## config.mk

```make
export PLATFORM = sky130hd
export DESIGN_NAME = sdf_bfu_stage
export DESIGN_NICKNAME = d
export VERILOG_FILES = /design/src/rtl/fft_pkg.sv /design/src/rtl/fb_delay_line.sv /design/src/rtl/sdf_bfu_stage.sv
export SDC_FILE = /design/constraint.sdc
export NUM_CORES = 1
export LEC_CHECK = 0
export ABC_CLOCK_PERIOD_IN_PS = 5200
export CELL_PAD_IN_SITES_DETAIL_PLACEMENT = 1
export CELL_PAD_IN_SITES_GLOBAL_PLACEMENT = 2
export CORE_MARGIN = 3
export CORE_UTILIZATION = 35
export DETAILED_ROUTE_END_ITERATION = 6
export PLACE_DENSITY_LB_ADDON = 0.12
export RECOVER_POWER = 25
export SLEW_MARGIN = 20
export SYNTH_ARGS = -nofsm -noshare
export SYNTH_HDL_FRONTEND = slang
export SYNTH_SLANG_ARGS = --single-unit
```

## constraint.sdc

```tcl
create_clock -name clk -period 5.2 [get_ports clk]
set_input_delay 0.78 -clock clk [delete_from_list [all_inputs] [get_ports clk]]
set_output_delay 0.78 -clock clk [all_outputs]
set_load 0.05 [all_outputs]
```

## src/rtl/fft_pkg.sv

```systemverilog
// Shared FFT definitions: butterfly FSM encoding, complex-word helpers and
// a width-generic saturating clamp used by the butterfly datapaths.
package fft_pkg;

    typedef enum logic [1:0] {
        FILL  = 2'd0,
        BFLY  = 2'd1,
        DRAIN = 2'd2
    } bfu_state_t;

    // Half-word width of a packed complex word ({re, im}).
    function automatic int half_w(input int bit_width);
        return bit_width / 2;
    endfunction

    // Clamp v into the signed range of a w-bit two's complement number.
    function automatic logic signed [63:0] sat_clamp(input logic signed [63:0] v, input int w);
        logic signed [63:0] hi;
        logic signed [63:0] lo;
        hi = (64'sd1 <<< (w - 1)) - 64'sd1;
        lo = -(64'sd1 <<< (w - 1));
        if (v > hi) begin
            sat_clamp = hi;
        end else if (v < lo) begin
            sat_clamp = lo;
        end else begin
            sat_clamp = v;
        end
    endfunction

endpackage

```

## src/rtl/fb_delay_line.sv

```systemverilog
// Enabled shift register holding the R2SDF feedback words; the oldest word
// is presented on dout. Asynchronous clear empties every stage.
module fb_delay_line #(
    parameter int BIT_WIDTH = 32,
    parameter int DEPTH     = 4
) (
    input  logic                 clk,
    input  logic                 clr,
    input  logic                 en,
    input  logic [BIT_WIDTH-1:0] din,
    output logic [BIT_WIDTH-1:0] dout
);

    logic [BIT_WIDTH-1:0] taps [DEPTH];

    always_ff @(posedge clk or posedge clr) begin
        if (clr) begin
            for (int i = 0; i < DEPTH; i++) begin
                taps[i] <= '0;
            end
        end else if (en) begin
            taps[0] <= din;
            for (int i = 1; i < DEPTH; i++) begin
                taps[i] <= taps[i-1];
            end
        end
    end

    assign dout = taps[DEPTH-1];

endmodule

```

## src/rtl/sdf_bfu_stage.sv

```systemverilog
// Radix-2 SDF DIF butterfly stage: emits x[n]+x[n+D] during the second half
// of a frame and replays the stored differences during the next first half.
module sdf_bfu_stage
    import fft_pkg::*;
#(
    parameter int BIT_WIDTH    = 32,
    parameter int DELAY_STAGES = 4,
    parameter int SCALE        = 1
) (
    input  logic                 clk,
    input  logic                 reset,
    input  logic                 in_valid,
    input  logic                 in_sof,
    input  logic [BIT_WIDTH-1:0] in_data,
    output logic                 out_valid,
    output logic                 out_sof,
    output logic                 out_diff,
    output logic [BIT_WIDTH-1:0] out_data,
    output logic                 sync_err
);

    localparam int W  = half_w(BIT_WIDTH);
    localparam int CW = $clog2(2 * DELAY_STAGES);
    localparam logic [CW-1:0] CNT_LAST = CW'(2 * DELAY_STAGES - 1);
    localparam logic [CW-1:0] CNT_HALF = CW'(DELAY_STAGES);
    localparam logic [CW-1:0] CNT_HM1  = CW'(DELAY_STAGES - 1);

    // Reduce a half-width+1 sum/difference back to W bits.
    function automatic logic signed [W-1:0] shape(input logic signed [W:0] v);
        logic signed [63:0] c;
        c = sat_clamp(64'(v), W);
        if (SCALE != 0) begin
            shape = v[W:1];
        end else begin
            shape = c[W-1:0];
        end
    endfunction

    logic [CW-1:0]        cnt, cnt_eff, cnt_nxt;
    bfu_state_t           state, state_eff, state_nxt;
    logic                 resync;
    logic [BIT_WIDTH-1:0] dly_out, dly_in, sum_w, diff_w;
    logic signed [W-1:0]  a_re, a_im, b_re, b_im;
    logic signed [W:0]    s_re, s_im, d_re, d_im;

    logic                 vld_p1, sof_p1, diff_p1, sync_err_p1;
    logic [BIT_WIDTH-1:0] data_p1;

    assign a_re = dly_out[BIT_WIDTH-1:W];
    assign a_im = dly_out[W-1:0];
    assign b_re = in_data[BIT_WIDTH-1:W];
    assign b_im = in_data[W-1:0];

    assign s_re = {a_re[W-1], a_re} + {b_re[W-1], b_re};
    assign s_im = {a_im[W-1], a_im} + {b_im[W-1], b_im};
    assign d_re = {a_re[W-1], a_re} - {b_re[W-1], b_re};
    assign d_im = {a_im[W-1], a_im} - {b_im[W-1], b_im};

    assign sum_w  = {shape(s_re), shape(s_im)};
    assign diff_w = {shape(d_re), shape(d_im)};

    // A misaligned start of frame restarts the frame at this sample.
    always_comb begin
        resync    = in_valid && in_sof && (cnt != '0);
        cnt_eff   = resync ? '0 : cnt;
        state_eff = resync ? FILL : state;
        cnt_nxt   = (cnt_eff == CNT_LAST) ? '0 : cnt_eff + CW'(1);
        state_nxt = state_eff;
        case (state_eff)
            FILL, DRAIN: if (cnt_eff == CNT_HM1) state_nxt = BFLY;
            BFLY:        if (cnt_eff == CNT_LAST) state_nxt = DRAIN;
            default:     state_nxt = FILL;
        endcase
        dly_in = (state_eff == BFLY) ? diff_w : in_data;
    end

    fb_delay_line #(
        .BIT_WIDTH (BIT_WIDTH),
        .DEPTH     (DELAY_STAGES)
    ) u_fb_delay_line (
        .clk  (clk),
        .clr  (reset),
        .en   (in_valid),
        .din  (dly_in),
        .dout (dly_out)
    );

    always_ff @(posedge clk or posedge reset) begin
        if (reset) begin
            cnt         <= '0;
            state       <= FILL;
            sync_err_p1 <= 1'b0;
        end else begin
            sync_err_p1 <= resync;
            if (in_valid) begin
                cnt   <= cnt_nxt;
                state <= state_nxt;
            end
        end
    end

    // p0 -> p1: register the output word of the accepted sample
    always_ff @(posedge clk or posedge reset) begin
        if (reset) begin
            vld_p1  <= 1'b0;
            sof_p1  <= 1'b0;
            diff_p1 <= 1'b0;
            data_p1 <= '0;
        end else begin
            vld_p1 <= in_valid && (state_eff != FILL);
            if (in_valid && state_eff == BFLY) begin
                data_p1 <= sum_w;
                sof_p1  <= (cnt_eff == CNT_HALF);
                diff_p1 <= 1'b0;
            end else if (in_valid && state_eff == DRAIN) begin
                data_p1 <= dly_out;
                sof_p1  <= 1'b0;
                diff_p1 <= 1'b1;
            end
        end
    end

    assign out_valid = vld_p1;
    assign out_sof   = sof_p1;
    assign out_diff  = diff_p1;
    assign out_data  = data_p1;
    assign sync_err  = sync_err_p1;

endmodule
```

# Yosys cells after proc, flatten, opt, wreduce, memory -nomap -nowiden
# Index checks and enable logic that the tools add are counted.
[classes]
n_mux = 13
eq_ne = 5
n_reduce_logical = 10
n_addsub = 5
[ops]
columns = ["cell", "n"]
rows = [
  ["2-to-1 mux 32 bit", 3],
  ["adder 16 x 16 -> 17 bit", 2],
  ["subtractor 16 x 16 -> 17 bit", 2],
  ["== test 3 bit (second input constant)", 2],
  ["2-to-1 mux 2 bit", 3],
  ["2-to-1 mux 3 bit", 2],
  ["logical AND 1 bit", 5],
  ["2-to-1 mux 1 bit", 4],
  ["one-hot mux 2 bit (2 select lines)", 1],
  ["nonzero test 2 bit", 2],
  ["adder 3 x 1 -> 3 bit (second input constant)", 1],
  ["== test 3 x 2 -> 1 bit (second input constant)", 1],
  ["nonzero test 3 bit", 1],
  ["== test 2 x 1 -> 1 bit (second input constant)", 1],
  ["== test 2 bit (second input constant)", 1],
  ["logical NOT 2 bit", 1],
  ["OR reduction 2 bit", 1],
]
[totals]
output_inout_bits = 36
input_bits = 36
ff_bits = 169
elab_cells = 44

# Longest topological paths before layout
# Gate-level depths: netlist of the first run.
[depth]
word_depth = 7
mapped_depth = 10
ltp_nobuf = 9

# Hierarchy
# Synthesis of the first run repeated with hierarchy kept, for this count alone.
[hier_totals]
hier_cells = 992
hier_area_um2 = 10286.1
[by_module_without_submodules]
columns = ["mod", "n_inst", "area_each_um2", "cells_each", "seq_area_each_um2"]
rows = [
  ["sdf_bfu_stage", 1, 5220.0, 689, 1026.0],
  ["fb_delay_line", 1, 5066.1, 303, 3203.1],
]

# Worst setup path before layout of the first run
# Ideal clock, no wire load.
[synth_path]
path_kind = "input -> register"
start = "in in_data[18]"
end = "reg data_p1[30], in the netlist out_data[30]"
path_slack_ns = 2.454
t_required_ns = 5.069
arrival_time_ns = 2.615
setup_ns = 0.131
cell_stages = 10
n_path_buf = 1
path_cell_list = "inv_1 ha_1 buf_4 and4bb_2 o31ai_1 a311oi_1 o21ai_1 nand3b_1 mux2i_1 or3_1"
[synth_via]
elab_chain_cells = 2
[synth_lines]
columns = ["element", "line_no", "text"]
rows = [
  ["start: declaration", "sdf_bfu_stage.sv:14", "input logic [BIT_WIDTH-1:0] in_data,"],
  ["adder 16 x 16 -> 17 bit", "sdf_bfu_stage.sv:54", "assign s_re = {a_re[W-1], a_re} + {b_re[W-1], b_re};"],
  ["2-to-1 mux 32 bit", "sdf_bfu_stage.sv:111", "if (in_valid && state_eff == BFLY) begin"],
  ["end signal: assignment", "sdf_bfu_stage.sv:112", "data_p1 <= sum_w;"],
  ["end signal: assignment", "sdf_bfu_stage.sv:116", "data_p1 <= dly_out;"],
  ["end: declaration", "sdf_bfu_stage.sv:47", "logic [BIT_WIDTH-1:0] data_p1;"],
]
# Every way passes these cells.
# A chain may end at the register's enable or synchronous reset.

# Worst setup path after layout of the first run
# Same ends and word-level chain as after synthesis.

==> results of run 1 <==
## flip-flops by register name (all words and copies together) (netlist names)
register / cells
out_valid: 1
state: 2
out_sof: 1
out_diff: 1
out_data: 32
sync_err: 1
u_fb_delay_line.taps: 96
u_fb_delay_line.dout: 32
cnt: 3
## per-layer routing
metal,global-route usage [%],part of all wire [%],wire length (um)
met1,23.6,48,12400
met2,30.0,49,12600
met3,2.68,1.9,497
met4,3.86,0.99,255
met5,0,0,0
## cell families (layout without fill, tap and decap cells)
logic type	count (synthesis)	count (layout)	share of synthesized area (%)
AOI/OAI and AO/OA	276	276	17.3
muxes	107	107	11.9
adders and majority gates	68	68	8.78
xor gates and xnor gates	43	43	3.75
and+or+nand+nor	211	211	10.6
DFF	169	169	42.2
buffers and inverters	134	189	5.50
## worst max-delay path: cells and delay by family
family / cells / cell delay, ns
compound gates: 3 / 0.99
buf+inv: 2 / 0.57
fa+ha+maj: 1 / 0.41
mux: 1 / 0.13
simple gates: 3 / 0.76
## cell type report
class                      instances  area share [%]
inverter                          74            2.40
tap                              378            4.07
clock inverter                    14            1.37
timing repair buffer              83            7.00
multi-input combinational        705            45.1
sequential                       169            36.4
clock buffer                      18            3.69
## how the worst max path moves through the flow
stage,to,slack [ns],start
4_1_cts,out_data[30]$_DFFE_PP0P_,1.84,in_data[18]
5_1_grt,out_data[30]$_DFFE_PP0P_,1.73,in_data[18]
6_report,out_data[30]$_DFFE_PP0P_,1.89,in_data[18]
2_1_floorplan,cnt[0]$_DFFE_PP0P_,2.27,reset
3_3_place_gp,out_data[30]$_DFFE_PP0P_,1.39,in_data[18]
3_5_place_dp,out_data[30]$_DFFE_PP0P_,1.38,in_data[17]
## Yosys cell counts (5+ instances only)
library cell    n
dfrtp_1       169
a21oi_1        96
mux2_2         96
o21ai_0        75
inv_1          74
nor2_1         65
ha_1           64
nand2_1        48
clkbuf_1       41
xnor2_1        30
nor2b_1        23
nand3_1        19
xor2_1         13
a31oi_1        12
mux2i_1        11
o221ai_1       11
buf_2           8
o31ai_1         8
nor3_1          7
o21ai_1         7
o22ai_1         7
or3_1           7
a211oi_1        6
and3_1          5
## stage by stage
stage | total power [mW] | cell area, sq um
3_3_place_gp | 5.97 | 11100
2_1_floorplan | 4.96 | 10000
6_report | 7.26 | 11600
4_1_cts | 7.37 | 11600
3_5_place_dp | 6.01 | 11100
5_1_grt | 7.87 | 11600
## where the power goes
part	switching [mW]	internal, mW	total, mW
clock network	0.587	0.719	1.31
logic	2.13	1.51	3.64
registers	0.430	1.89	2.32
==> results.cfg, run 1 <==
[layout]
final_cell_mix = dfrtp_1 (169), mux2_2 (96), a21oi_1 (96)
drive_gt1_share_pct = 15.6
fin_util_pct = 41.5
stdcell_count = 1441
syn2layout_area_growth_pct = 15.9
regArea_sq_mm = 0.00423
final_common_cell = dfrtp_1
finalNetCount = 1154
multi_input_area_sq_mm = 0.00525
num_antenna_cells = 0
fill_cells = 3183

[place]
placed_cells = 1409
place_hpwl_um = 18400
dp_worst_setup_slack_ns = 1.38
port_buffers = 71
place_congestion = 0.788

[global_route]
grt_max_degree = 73
grt_overflow = 0
antenna_found_initial = 0
grt_pass1_wl_um = 43200
grt_pass1_vias = 7836
grtUsageTotal_pct = 17.5

[job]
cap_viol_max_count = 1

[yosys]
synth_cell_types = 78
ys_ff_latch = 169
synth-async-reset-ratio_pct = 100
syn_inst = 1008
synth_top_area_cell = dfrtp_1
syn_area_per_cell_sq_um = 9.95
netlist.area_leader.share_pct = 42.2
syn-cell-area_sq_mm = 0.0100
yosysWarnings = 0
synth.area.top_cells = dfrtp_1 (42%), mux2_2 (11%), ha_1 (8.0%), a21oi_1 (4.8%), o21ai_0 (3.7%)
synth_seq_area_share_pct = 42.2
synth_ff_type = dfrtp_1
synth_edf_count = 0
syn_nets = 1112

[floorplanning]
die_y_um = 175
die_width_um = 175
rows = 61
initial_core_util_pct = 35.8
die_area_sq_mm = 0.0307
ios = 72
core_sq_mm = 0.0280

[timing]
timing.final.max_slew_violations = 39
setup_viol_count_final = 0
slew_headroom_pct = -24.1
worst_pin_slew_ns = 1.85
skew_ns = 0.0143
rsz0062_at_grt = no
finalHoldViolCount = 0
hold-worst-slack_ns = 0.478
fmax_ghz = 0.302
period_share_pct = 63.6
layout_min_cycle_time_ns = 3.31
setup_tns_ns = 0
fin_ws_ns = 1.89

[route]
drtIter0Drc = 266
avgRoutedWirePerCell_um = 17.9
drc = 0
wirelength_um = 25800
vias = 7417
dr.pass1.iters = 4
viasPerCell = 5.15
ant_nets = 0

[critical_path]
max_stage_delay_ns = 0.53
r2r_end = out_data[7]$_DFFE_PP0P_
critical_path_class = in -> reg
required_ns = 5.52
r2r_cells = 7
reg2reg_slack_ns = 2.21
cp_cell_sequence = clkdlybuf4s50_1, inv_1, ha_1, and4bb_2, o31ai_1, a311oi_1, o21ai_1, nand3b_1, mux2i_1, or3_1
cp_slowest_cell = o31ai_1
cp-end-kind = register
reg2reg_from = state[0]$_DFFE_PP0P_
start_kind = input pin
cp_max_fo = 8
cp_data_arrival_time_ns = 3.63

[clocking]
cts_num_sinks = 169
post_cts_buffers = 0
clockBufferDepth = 2
clk_pin_slew_worst_paths_ns = 0.08
clock_tree.root_cell = clkbuf_16
ctsHoldBuffers = 0
cts_made_buffers = 17
ctsResizeCount = 0
htreeDepth = 4
clkLatencyLatePin_ns = 0.44
cts_tree = done

[pwr]
pwr_density_cell_mw_per_mm2 = 624
ir_drop_v = 0.000282
p_leak_nw = 4.97

[hold_path]
hp-start = out_data[7]$_DFFE_PP0P_
hold_depth = 2
hold_path_class = reg -> reg
worstHoldEndpoint = out_data[7]$_DFFE_PP0P_

[outcome]
status = finished with violations
violations = capacitance limit, slew limit
(Power assumes the default switching activity.)
==> inputs of run 2 (changes only) <==
ABC_CLOCK_PERIOD_IN_PS = 3000   (was 5200)
clock period = 3 ns   (was 5.2 ns; I/O delays follow)
==> run 2 against run 1 <==
Against the previous run:
- the flow still finishes with violations (capacitance limit, slew limit)
- clock-buffer cell count rose by 1
- final area rose by 4.3%
- first-iteration DRC count fell by 10%
- utilization rose by 1.8 points
- setup slack got worse by 1.6 ns
- power rose by 81%
- global-route usage rose by 0.48 points
- wire length rose by 3.6%
- clock skew rose by 0.0041 ns
- sequential power rose by 73%
- cell count rose by 4.7%
- flip-flop and latch count did not move
- critical endpoint is now u_fb_delay_line.taps[107]$_DFFE_PP0P_
- largest cell class unchanged
- highest routed layer unchanged
==> results.cfg, run 2 (synthesis gave the netlist of run 1 again) <==
[clocking]
htreeDepth = 4
cts_tree = done
clk_pin_slew_worst_paths_ns = 0.08
clkLatencyLatePin_ns = 0.43
ctsHoldBuffers = 0
cts_made_buffers = 17
cts_num_sinks = 169
ctsResizeCount = 0
clock_tree.root_cell = clkbuf_16
clockBufferDepth = 2
post_cts_buffers = 0

[timing]
layout_min_cycle_time_ns = 2.67
finalHoldViolCount = 0
skew_ns = 0.0184
fmax_ghz = 0.375
setup_tns_ns = 0
period_share_pct = 89.0
worst_pin_slew_ns = 1.54
rsz0062_at_grt = no
timing.final.max_slew_violations = 31
slew_headroom_pct = -3.34
setup_viol_count_final = 0

[job]
cap_viol_max_count = 1

[floorplanning]
die_width_um = 175
core_sq_mm = 0.0280
rows = 61
die_area_sq_mm = 0.0307
die_y_um = 175
initial_core_util_pct = 35.8
ios = 72

[layout]
final_area_sq_mm = 0.0121
fin_util_pct = 43.3
finalNetCount = 1222
final_common_cell = dfrtp_1
num_antenna_cells = 0
final_cell_mix = dfrtp_1 (169), mux2_2 (96), a21oi_1 (96)
largest-register = u_fb_delay_line.taps
largest_reg_flops = 96
fill_cells = 3203
syn2layout_area_growth_pct = 20.9
drive_gt1_share_pct = 20.3

[critical_path]
cp-end-kind = register
critical_path_class = in -> reg
reg2reg_slack_ns = 0.42
required_ns = 3.26
cp_max_fo = 7
start_kind = input pin
cp_data_arrival_time_ns = 2.93

[pwr]
p_comb_share_pct = 52.4
intPower_mw = 7.54
p_sw_share_pct = 42.5
ir_drop_v = 0.000466
clkPwrFrac_pct = 17.0
power.total_mw = 13.1
power.switching_mw = 5.58
pwr_density_cell_mw_per_mm2 = 1080
seq_power_share_pct = 30.6
p_leak_nw = 5.28

[route]
ant_nets = 0
avgRoutedWirePerCell_um = 17.7
viasPerCell = 5.03
wirelength_um = 26700
vias = 7593
drtIter0Drc = 239
drc = 0
dr.pass1.iters = 4

[outcome]
status = finished with violations
violations = capacitance limit, slew limit

[global_route]
grt_overflow = 0
grtUsageTotal_pct = 18.0
grt_max_degree = 85
grt_pass1_vias = 8154
grt_pass1_wl_um = 44500
antenna_found_initial = 0

[place]
place_hpwl_um = 19800
postPlaceCellArea_sq_mm = 0.0116
port_buffers = 71
place_congestion = 0.842

[hold_path]
hold_path_class = in -> reg
run 2: cell count changes in the layout (fill, tap and decap cells not counted), sizes merged:
cell,previous run,this run
inv,79,77
clkbuf,18,24
buf,13,76
dlygate4sd3,1,2
clkdlybuf4s50,69,68
clkinvlp,3,5
clkinv,4,3
run 2: worst max-delay path, cell delays in order:
cell,delay (ns)
clkdlybuf4s50_1,0.48
inv_1,0.05
ha_1,0.37
buf_4,0.17
nor2b_1,0.13
o21ai_1,0.27
a21oi_1,0.19
nor3_1,0.30
o21ai_0,0.22
xnor2_1,0.19
o221ai_1,0.11
run 2: path summary, 6_finish.rpt:
| check | start | end | cells past startpoint |
|---|---|---|---|
| worst max-delay path | in_data[2] | u_fb_delay_line.taps[107]$_DFFE_PP0P_ | 11 |
| worst min-delay path | in_valid | u_fb_delay_line.dout[17]$_DFFE_PP0P_ | 3 |
| worst max register to register | u_fb_delay_line.dout[1]$_DFFE_PP0P_ | u_fb_delay_line.taps[111]$_DFFE_PP0P_ | 9 |
| worst min register to register | out_data[19]$_DFFE_PP0P_ | out_data[19]$_DFFE_PP0P_ | 2 |
| max in group asynchronous | reset | u_fb_delay_line.taps[124]$_DFFE_PP0P_ | 3 |
| min in group asynchronous | reset | u_fb_delay_line.taps[64]$_DFFE_PP0P_ | 2 |
run 2: routing by layer:
layer | vias up | routed length [um] | GRT usage [%]
li1 | 3762 | - | -
met1 | 3737 | 12900 | 24.7
met2 | 78 | 13000 | 30.5
met3 | 16 | 604 | 2.90
met4 | 0 | 242 | 3.49
met5 | - | 0 | 0
run 2: final cells by class:
cell class	instances	area, sq um	share of cell area (%)
timing repair buffer	151	1320	10.9
inverter	74	279	2.30
tap	378	473	3.90
clock buffer	19	433	3.57
clock inverter	13	144	1.19
sequential	169	4230	34.9
multi-input combinational	705	5250	43.3
run 2: per-stage QoR:
step | worst slack [ns] | instances | hold WS, ns
floorplan | 0.395 | 1008 | 0.449
global route | 0.0870 | 1509 | 0.412
finish | 0.330 | 1509 | 0.408
global placement | -0.0510 | 1477 | 0.464
detailed placement | -0.0734 | 1477 | 0.469
CTS | 0.382 | 1509 | 0.395
run 2: power groups by stage:
stage                     registers, mW  logic, mW  clock network, mW
after detailed placement           4.07       6.92                  0
after global routing               4.17       7.61               2.39
after CTS                          4.03       6.97               2.29
final                              4.01       6.88               2.22
after global placement             4.04       6.86                  0
after floorplan                    4.50       4.11                  0
